--- src/rtl/spi_master_xfer_if.sv ---
// spi_master_xfer_if: host request/response signals and SPI pins of spi_master_xfer.
// The master modport is the engine's view; slave is the host/slave-device side.
// rx_byte/rx_valid exist only when SPI_RX_STREAM_EN is defined.
interface spi_master_xfer_if;
   logic        start;
   logic        rw;
   logic [1:0]  addr;
   logic [2:0]  len;
   logic [31:0] wdata;
   logic [31:0] rdata;
   logic        busy;
   logic        done;
   logic        SCLK;
   logic        MOSI;
   logic        MISO;
   logic        SS;
`ifdef SPI_RX_STREAM_EN
   logic [7:0]  rx_byte;
   logic        rx_valid;
`endif

   modport master (
      input  start, rw, addr, len, wdata, MISO,
      output rdata, busy, done, SCLK, MOSI, SS
`ifdef SPI_RX_STREAM_EN
      , output rx_byte, rx_valid
`endif
   );

   modport slave (
      output start, rw, addr, len, wdata, MISO,
      input  rdata, busy, done, SCLK, MOSI, SS
`ifdef SPI_RX_STREAM_EN
      , input rx_byte, rx_valid
`endif
   );
endinterface

--- src/rtl/spi_master_xfer.sv ---
// spi_master_xfer: SPI mode-0 master that turns one host request into an
// SS-framed burst (address byte + 1..4 data bytes) for the 4x8 register slave.
// Optional macro SPI_RX_STREAM_EN adds a per-byte read stream (rx_byte/rx_valid).
module spi_master_xfer #(
   parameter int CLK_DIV    = 4,
   parameter int GAP_CYCLES = 8,
   parameter int SS_SETUP   = 4
) (
   input  logic              clk,
   input  logic              reset,
   spi_master_xfer_if.master bus
);

   typedef enum logic [2:0] {
      S_IDLE, S_SETUP, S_LOW, S_HIGH, S_GAP, S_HOLD, S_DONE
   } state_t;

   localparam int            CW         = 16;
   localparam logic [CW-1:0] DIV_LOAD   = CW'(CLK_DIV - 1);
   localparam logic [CW-1:0] GAP_LOAD   = CW'(GAP_CYCLES - 1);
   localparam logic [CW-1:0] SETUP_LOAD = CW'(SS_SETUP - 1);

   state_t        state;
   logic [CW-1:0] cnt;        // cycles left in the current phase, minus one
   logic [2:0]    bit_cnt;    // 7 down to 0 within the current byte
   logic [2:0]    byte_cnt;   // 0 = address byte, 1..4 = data bytes
   logic [2:0]    nbytes;     // clamped data byte count
   logic          rw_q;
   logic [31:0]   wdata_q;    // write bytes, consumed from the low end
   logic [7:0]    tx_byte;    // current byte, MSB is the bit on MOSI
   logic [7:0]    rx_shift;

   logic [2:0]    len_clamped;
   logic [7:0]    rx_next;
   logic [1:0]    rx_idx;
   logic [7:0]    next_tx;

   // Request clamping, next rx byte and next tx byte.
   // NOTE: every always_comb output gets a default first so no latch is inferred.
   always_comb begin
      len_clamped = bus.len;
      if (bus.len == 3'd0)
         len_clamped = 3'd1;
      else if (bus.len > 3'd4)
         len_clamped = 3'd4;
      rx_next = {rx_shift[6:0], bus.MISO};
      rx_idx  = 2'(byte_cnt - 3'd1);
      next_tx = rw_q ? wdata_q[7:0] : 8'h00;
   end

   // Frame sequencer with registered SPI and host outputs.
   // NOTE: sequential state uses non-blocking assignments only, so every
   // register samples the pre-edge value of every other register.
   always_ff @(posedge clk or posedge reset) begin
      if (reset) begin
         state    <= S_IDLE;
         cnt      <= '0;
         bit_cnt  <= 3'd7;
         byte_cnt <= 3'd0;
         nbytes   <= 3'd1;
         rw_q     <= 1'b0;
         wdata_q  <= '0;
         tx_byte  <= '0;
         rx_shift <= '0;
         // NOTE: rdata is a visible output register, so it is reset; the
         // shifters behind it need no particular value at reset.
         bus.rdata <= '0;
         bus.busy  <= 1'b0;
         bus.done  <= 1'b0;
         bus.SCLK  <= 1'b0;
         bus.MOSI  <= 1'b0;
         bus.SS    <= 1'b1;
`ifdef SPI_RX_STREAM_EN
         bus.rx_byte  <= '0;
         bus.rx_valid <= 1'b0;
`endif
      end else begin
         bus.done <= 1'b0;
`ifdef SPI_RX_STREAM_EN
         bus.rx_valid <= 1'b0;
`endif
         case (state)
            S_IDLE: begin
               if (bus.start) begin
                  rw_q      <= bus.rw;
                  nbytes    <= len_clamped;
                  wdata_q   <= bus.wdata;
                  tx_byte   <= {bus.rw, 5'b00000, bus.addr};
                  bus.MOSI  <= bus.rw;
                  bus.SS    <= 1'b0;
                  bus.SCLK  <= 1'b0;
                  bus.busy  <= 1'b1;
                  bus.rdata <= '0;
                  bit_cnt   <= 3'd7;
                  byte_cnt  <= 3'd0;
                  cnt       <= SETUP_LOAD;
                  state     <= S_SETUP;
               end
            end

            S_SETUP: begin
               if (cnt == '0) begin
                  cnt   <= DIV_LOAD;
                  state <= S_LOW;
               end else begin
                  cnt <= cnt - CW'(1);
               end
            end

            S_LOW: begin
               if (cnt == '0) begin
                  bus.SCLK <= 1'b1;
                  cnt      <= DIV_LOAD;
                  state    <= S_HIGH;
               end else begin
                  cnt <= cnt - CW'(1);
               end
            end

            S_HIGH: begin
               if (cnt == '0) begin
                  // Last HIGH cycle: sample MISO, drop SCLK, advance MOSI.
                  bus.SCLK <= 1'b0;
                  rx_shift <= rx_next;
                  if (bit_cnt != 3'd0) begin
                     bit_cnt  <= bit_cnt - 3'd1;
                     bus.MOSI <= tx_byte[6];
                     tx_byte  <= {tx_byte[6:0], 1'b0};
                     cnt      <= DIV_LOAD;
                     state    <= S_LOW;
                  end else begin
                     if (byte_cnt != 3'd0 && !rw_q) begin
                        bus.rdata[{rx_idx, 3'b000} +: 8] <= rx_next;
`ifdef SPI_RX_STREAM_EN
                        bus.rx_byte  <= rx_next;
                        bus.rx_valid <= 1'b1;
`endif
                     end
                     if (byte_cnt < nbytes) begin
                        byte_cnt <= byte_cnt + 3'd1;
                        bit_cnt  <= 3'd7;
                        tx_byte  <= next_tx;
                        bus.MOSI <= next_tx[7];
                        wdata_q  <= {8'h00, wdata_q[31:8]};
                        cnt      <= GAP_LOAD;
                        state    <= S_GAP;
                     end else begin
                        bus.MOSI <= 1'b0;
                        cnt      <= SETUP_LOAD;
                        state    <= S_HOLD;
                     end
                  end
               end else begin
                  cnt <= cnt - CW'(1);
               end
            end

            S_GAP: begin
               if (cnt == '0) begin
                  cnt   <= DIV_LOAD;
                  state <= S_LOW;
               end else begin
                  cnt <= cnt - CW'(1);
               end
            end

            S_HOLD: begin
               if (cnt == '0) begin
                  bus.SS   <= 1'b1;
                  bus.busy <= 1'b0;
                  bus.done <= 1'b1;
                  state    <= S_DONE;
               end else begin
                  cnt <= cnt - CW'(1);
               end
            end

            S_DONE: begin
               state <= S_IDLE;
            end

            default: begin
               state <= S_IDLE;
            end
         endcase
      end
   end

endmodule

--- src/flat_wrapper.sv ---
// flat-port wrapper written by rule: the top's interface ports become plain ports
module spi_master_xfer_flat 
#(
   parameter int CLK_DIV    = 4,
   parameter int GAP_CYCLES = 8,
   parameter int SS_SETUP   = 4
)
  (clk, reset, bus_start, bus_rw, bus_addr, bus_len, bus_wdata, bus_MISO, bus_rdata, bus_busy, bus_done, bus_SCLK, bus_MOSI, bus_SS);
  spi_master_xfer_if bus_i ();
  input  logic clk;
  input  logic reset;
  input wire logic [$bits(bus_i.start)-1:0] bus_start;
  input wire logic [$bits(bus_i.rw)-1:0] bus_rw;
  input wire logic [$bits(bus_i.addr)-1:0] bus_addr;
  input wire logic [$bits(bus_i.len)-1:0] bus_len;
  input wire logic [$bits(bus_i.wdata)-1:0] bus_wdata;
  input wire logic [$bits(bus_i.MISO)-1:0] bus_MISO;
  output wire logic [$bits(bus_i.rdata)-1:0] bus_rdata;
  output wire logic [$bits(bus_i.busy)-1:0] bus_busy;
  output wire logic [$bits(bus_i.done)-1:0] bus_done;
  output wire logic [$bits(bus_i.SCLK)-1:0] bus_SCLK;
  output wire logic [$bits(bus_i.MOSI)-1:0] bus_MOSI;
  output wire logic [$bits(bus_i.SS)-1:0] bus_SS;
  assign bus_i.start = bus_start;
  assign bus_i.rw = bus_rw;
  assign bus_i.addr = bus_addr;
  assign bus_i.len = bus_len;
  assign bus_i.wdata = bus_wdata;
  assign bus_i.MISO = bus_MISO;
  assign bus_rdata = bus_i.rdata;
  assign bus_busy = bus_i.busy;
  assign bus_done = bus_i.done;
  assign bus_SCLK = bus_i.SCLK;
  assign bus_MOSI = bus_i.MOSI;
  assign bus_SS = bus_i.SS;
  spi_master_xfer #(.CLK_DIV(CLK_DIV), .GAP_CYCLES(GAP_CYCLES), .SS_SETUP(SS_SETUP)) u_core (.clk(clk), .reset(reset), .bus(bus_i));
endmodule
--- config.mk ---
export PLATFORM = sky130hd
export DESIGN_NAME = spi_master_xfer_flat
export DESIGN_NICKNAME = d
export VERILOG_FILES = /design/src/rtl/spi_master_xfer_if.sv /design/src/rtl/spi_master_xfer.sv /design/src/flat_wrapper.sv
export SDC_FILE = /design/constraint.sdc
export NUM_CORES = 1
export LEC_CHECK = 0
export ABC_CLOCK_PERIOD_IN_PS = 10300
export BUFFER_PORTS_ARGS = -buffer_cell sky130_fd_sc_hd__buf_2
export CAP_MARGIN = 0
export CORE_MARGIN = 10
export CORE_UTILIZATION = 40
export CTS_BUF_LIST = sky130_fd_sc_hd__clkbuf_4 sky130_fd_sc_hd__clkbuf_8
export CTS_CLUSTER_DIAMETER = 150
export DETAILED_ROUTE_END_ITERATION = 10
export PLACE_DENSITY_LB_ADDON = 0.12
export SYNTH_ARGS = -nofsm -noshare
export SYNTH_HDL_FRONTEND = slang
export SYNTH_SLANG_ARGS = --single-unit
--- constraint.sdc ---
create_clock -name clk -period 10.3 [get_ports clk]
set_clock_uncertainty 0.1 [all_clocks]
set_input_delay 1.03 -clock clk [delete_from_list [all_inputs] [get_ports clk]]
set_output_delay 1.03 -clock clk [all_outputs]
set_load 0.005 [all_outputs]
======== After elaboration in Yosys (flattened, before gate mapping) ========
Cells that the tools add are included.
operators by class
  reductions and logical operators ........ 23
  add/subtract/negate cells ............... 5
  magnitude comparators ................... 2
  equal/unequal tests ..................... 15
  muxes and demuxes ....................... 58
  shifts and indexed selects .............. 2
operator list
  kind                      number
  $mux W32                  8
  $pmux W32 S2              2
  $mux W16                  5
  $pmux W16 S4              1
  $mux W3                   17
  $bwmux W32                1
  $shift A8 B7 Y32 const A  1
  $shiftx A8 B7 Y32         1
  $mux W7                   4
  $logic_not A16 Y1         1
  $sub A16 B1 Y16 const B   1
  $pmux W3 S5               1
  $reduce_and A5 Y1         3
  $pmux W7 S2               1
  $ne A2 B1 Y1 const B      6
  $pmux W3 S2               2
  $mux W1                   11
  $reduce_and A3 Y1         3
  $reduce_bool A3 Y1        3
  $mux W8                   1
  $reduce_and A4 Y1         2
  $neg A5 Y7                1
  $eq A3 B2 Y1 const B      2
  $eq A3 B3 Y1 const B      2
  18 further kinds          25
word-level totals
  flip-flop bits (word level) ............. 112
  bits of input ports ..................... 42
  output and inout port bits .............. 37
  logic and storage cells ................. 120

======== Logic depth before layout (Yosys ltp) ========
  word-level depth ........................ 8
  mapped depth ............................ 9
  gate-level depth less buffers ........... 7

======== Worst setup path after synthesis ========
OpenSTA, ideal clock, no wires.
  path type ............................... input-to-reg
  from .................................... input port bus_start
  to ...................................... register u_core.cnt[13]
  setup time .............................. 0.078 ns
  stages .................................. 5
  arrival ................................. 2.047 ns
  setup slack ............................. 8.076 ns
  buffers on the path ..................... 0
  data required time ...................... 10.122 ns
  cells stage by stage .................... or4_1 > nand4_1 > a211o_1 > or3_1 > a21oi_1
on the way
  cells in the longest elaborated chain, start to end .. 2
RTL lines
  what                         line                    source
  start: declaration           flat_wrapper.sv:12      input wire logic [$bits(bus_i.start)-1:0] bus_start;
  $ne A2 B2 Y1 (no line)       n/a
  $reduce_and A3 Y1 (no line)  n/a
  end signal: assignment       spi_master_xfer.sv:106  cnt <= cnt - CW'(1);
  end signal: assignment       spi_master_xfer.sv:116  cnt <= cnt - CW'(1);
  end signal: assignment       spi_master_xfer.sv:154  cnt <= cnt - CW'(1);
  end: declaration             spi_master_xfer.sv:24   logic [CW-1:0] cnt;
No other way between the ends.
A chain may end at the register's enable or synchronous reset.

======== Final worst setup path ========
  from .................................... register u_core.state[1]
  to ...................................... register u_core.byte_cnt[2]
on the way
  cells in the longest elaborated chain, start to end .. 3
  elaborated cells between the ends (all ways) .. 9
  classes of those cells .................. 5 x eq/ne; 1 x mux; 3 x reduce/logical
RTL lines
  what                                                  line                    source
  start: declaration                                    spi_master_xfer.sv:23   state_t state;
  start signal: assignment                              spi_master_xfer.sv:56   state <= S_IDLE;
  start signal: assignment                              spi_master_xfer.sv:97   state <= S_SETUP;
  start signal: assignment                              spi_master_xfer.sv:104  state <= S_LOW;
  $eq A3 B2 Y1 or $logic_not A3 Y1 (tied branches)      spi_master_xfer.sv:82   case (state)
  $ne A2 B1 Y1 (no line), or another cell as far along  n/a
  $reduce_and A5 Y1 (no line)                           n/a
  end signal: assignment                                spi_master_xfer.sv:140  byte_cnt <= byte_cnt + 3'd1;
  end: declaration                                      spi_master_xfer.sv:26   logic [2:0] byte_cnt;
Parallel ways exist; a longest one is shown, timed or not.

==> results.py <==
metrics = {
    "clock_network": {
        "clkTransAtPathRegs_ns": 0.11,
        "clock_sinks": 112,
        "hold_buffers": 0,
        "cts_tree": "built",
        "clockBufferDepth": 2,
        "root_buffer": "clkbuf_8",
        "clock_latency_ns": 0.39,
        "ctsResizeCount": 0,
        "cts_inserted_buffers": 9,
        "postCtsSetupRepairBufs": 0,
        "htreeDepth": 3,
    },
    "die": {
        "core_sq_um": 13300,
        "start_util": 0.410,
        "die_y_um": 137,
        "io_pins": 79,
        "row_count": 42,
        "die_x_um": 137,
        "die_area_sq_um": 18700,
    },
    "job": {
        "cap_violations": 0,
    },
    "yosys": {
        "synth_edf_count": 0,
        "synth_ff_type": "dfrtp_1",
        "syn_inst": 552,
        "synth_top_area_cell": "dfrtp_1",
        "syn_nets": 604,
        "synth_cell_types": 59,
        "yosys.area.top_type_share": 0.491,
        "seq_area_frac_synth": 0.515,
        "avgSynthCellArea_sq_um": 9.88,
        "synth_area_leaders": "dfrtp_1, nand2_1, a22o_1",
        "synth_seq_cells": 112,
        "yosys_warnings": 0,
        "synth_area_sq_um": 5450,
        "ys_async_sr_fraction": 1.00,
    },
    "detailed_routing": {
        "drt_pass1_iterations": 5,
        "antenna_left": 0,
        "drc_errors": 0,
        "vias": 4259,
        "vias_per_cell": 5.34,
        "drt_iter0_drc": 246,
        "wl_mm": 13.0,
        "wl_per_cell_um": 16.3,
    },
    "placed_design": {
        "placed_cells": 781,
        "port_buffers": 78,
        "place_congestion": 0.808,
        "pre_cts_ws_ns": 7.23,
        "dp_hpwl_mm": 9.14,
        "place_area_sq_um": 5940,
    },
    "sta": {
        "setup_viol": 0,
        "slew_headroom": 0.276,
        "fmax_mhz": 328,
        "post-route-period-util": 0.296,
        "rsz0062_at_grt": "false",
        "hold_ws_ns": 0.403,
        "worst_slew_pin_slew_ns": 1.08,
        "hold_viol_final": 0,
        "setup_tns_ns": 0,
        "slew_violations": 0,
        "setup_ws_ns": 7.25,
        "min_period_ns": 3.05,
    },
    "setup_path": {
        "crit_chain": "and3b_1 -> buf_4 -> o2111ai_1 -> nor3_1 -> nand2_1 -> mux2i_1",
        "cp_data_arrival_time_ns": 3.23,
        "slowest_stage": "nor3_1",
        "path_class": "reg2reg",
        "start_kind": "register",
        "crit_fanout": 37,
        "cp.required_ns": 10.48,
        "crit_family": "simple AND/OR/NAND/NOR gates",
        "cp-end-kind": "register",
        "critical-path-max-stage-delay_ns": 0.94,
        "worst-path-buf-inv": 1,
    },
    "outcome": {
        "status": "finished clean",
    },
    "final_layout": {
        "seq_area_sq_um": 2810,
        "antenna_cells": 0,
        "layout.nets": 668,
        "area_growth_pct": 12.2,
        "final_cell_area_sq_um": 6120,
        "utilization": 0.460,
        "multi_input_area_sq_um": 2420,
        "final_layout_size_suffix_gt1_frac": 0.213,
        "fillCellCount": 1318,
        "layout.cells.non_filler": 797,
    },
    "min_path": {
        "hold_class": "reg2reg",
    },
    "power": {
        "p_int_mw": 0.827,
        "p_sw_mw": 0.493,
        "ir_drop_mv": 0.0756,
        "power.clock.fraction": 0.190,
        "power_density_nw_per_um2": 216,
        "finalPower_mw": 1.32,
        "power_frac_comb": 0.292,
        "swShare": 0.374,
        "seqPwrFrac": 0.518,
        "p_leak_nw": 2.84,
    },
    "global_route": {
        "track_usage": 0.143,
        "grt_max_degree": 78,
        "grt_pass1_wl_mm": 21.9,
        "grt_pass1_vias": 4326,
        "overflow": 0,
        "antenna_found_initial": 0,
    },
}
-- worst min-delay path: cells and delay by family (launching register included) --
family | cells | cell delay (ns)
DFF | 1 | 0.38
and+or+nand+nor | 1 | 0.06
AOI/OAI and AO/OA | 1 | 0.06
-- power by group through the flow --
| stage | sequential [mW] | clock (mW) | combinational (mW) |
|---|---|---|---|
| 2_1_floorplan | 0.655 | 0 | 0.326 |
| 3_3_place_gp | 0.687 | 0 | 0.378 |
| 3_5_place_dp | 0.691 | 0 | 0.385 |
| 4_1_cts | 0.683 | 0.261 | 0.387 |
| 5_1_grt | 0.703 | 0.279 | 0.438 |
| 6_report | 0.684 | 0.251 | 0.385 |
-- final timing paths --
| path | startpoint | cells past startpoint | endpoint | slack, ns |
|---|---|---|---|---|
| max in group asynchronous | reset | 3 | u_core.wdata_q[31] | 8.23 |
| setup / recovery | u_core.state[1] | 6 | u_core.byte_cnt[2] | 7.25 |
| hold reg to reg | u_core.nbytes[0] | 2 | u_core.nbytes[0] | 0.40 |
| min in group asynchronous | reset | 2 | u_core.bus.rdata[12] | 0.54 |
| hold / removal | u_core.nbytes[0] | 2 | u_core.nbytes[0] | 0.40 |
| setup reg to reg | u_core.state[1] | 6 | u_core.byte_cnt[2] | 7.25 |
-- cell type report --
| cell class | count | share of cell area |
|---|---|---|
| Inverter | 13 | 0.00838 |
| Multi-Input combinational cell | 396 | 0.396 |
| Sequential cell | 112 | 0.459 |
| Timing Repair Buffer | 84 | 0.0712 |
| Clock buffer | 10 | 0.0225 |
| Tap cell | 176 | 0.0360 |
| Clock inverter | 6 | 0.00675 |
-- sequential cells by signal, summed over array words and instances, names as in the netlist, 3 cells and up --
signal / cells
u_core.byte_cnt: 3
u_core.state: 3
u_core.bus.rdata: 32
u_core.wdata_q: 32
u_core.rx_shift: 7
u_core.tx_byte: 7
u_core.bit_cnt: 3
u_core.cnt: 16
u_core.nbytes: 3
-- cell families (layout without fill, tap and decap cells) --
kind of cell,after synthesis,count (layout),share of synthesized area
buffers and inverters,44,113,0.0402
AO/OA/AOI/OAI,130,130,0.169
XOR/XNOR,11,11,0.0177
flip-flops,112,112,0.515
adder cells (fa/ha/maj),10,10,0.0230
AND/OR/NAND/NOR,234,234,0.213
multiplexers,11,11,0.0223
-- layer usage --
metal,vias to the layer above,part of all wire,track usage
li1,2089,-,-
met1,2045,0.47,0.189
met2,109,0.45,0.220
met3,16,0.067,0.0403
met4,0,0.014,0.0509
met5,-,0,0
-- cell usage in the layout (no fill, tap or decap), types with 9 or more instances in the layout --
cell type    n
a21oi_1     11
o21ai_0     27
ha_1        10
a31oi_1     27
a22o_1      33
dfrtp_1    107
buf_2       78
inv_1       11
xnor2_1     10
mux2_2       9
nor2_1      52
nand2_1    114
clkbuf_8    10
nand3_1     20
-- synth_stat cells (5+ instances only) --
library cell	number
a211oi_1	6
a21oi_1	11
a22o_1	33
a31oi_1	27
buf_2	7
clkbuf_1	13
dfrtp_1	107
dfstp_2	5
ha_1	10
inv_1	12
mux2_2	9
nand2_1	114
nand3_1	20
nor2_1	52
nor3_1	6
o21ai_0	27
o31ai_1	5
xnor2_1	10
No activity file was read; power rests on OpenSTA's default activity.
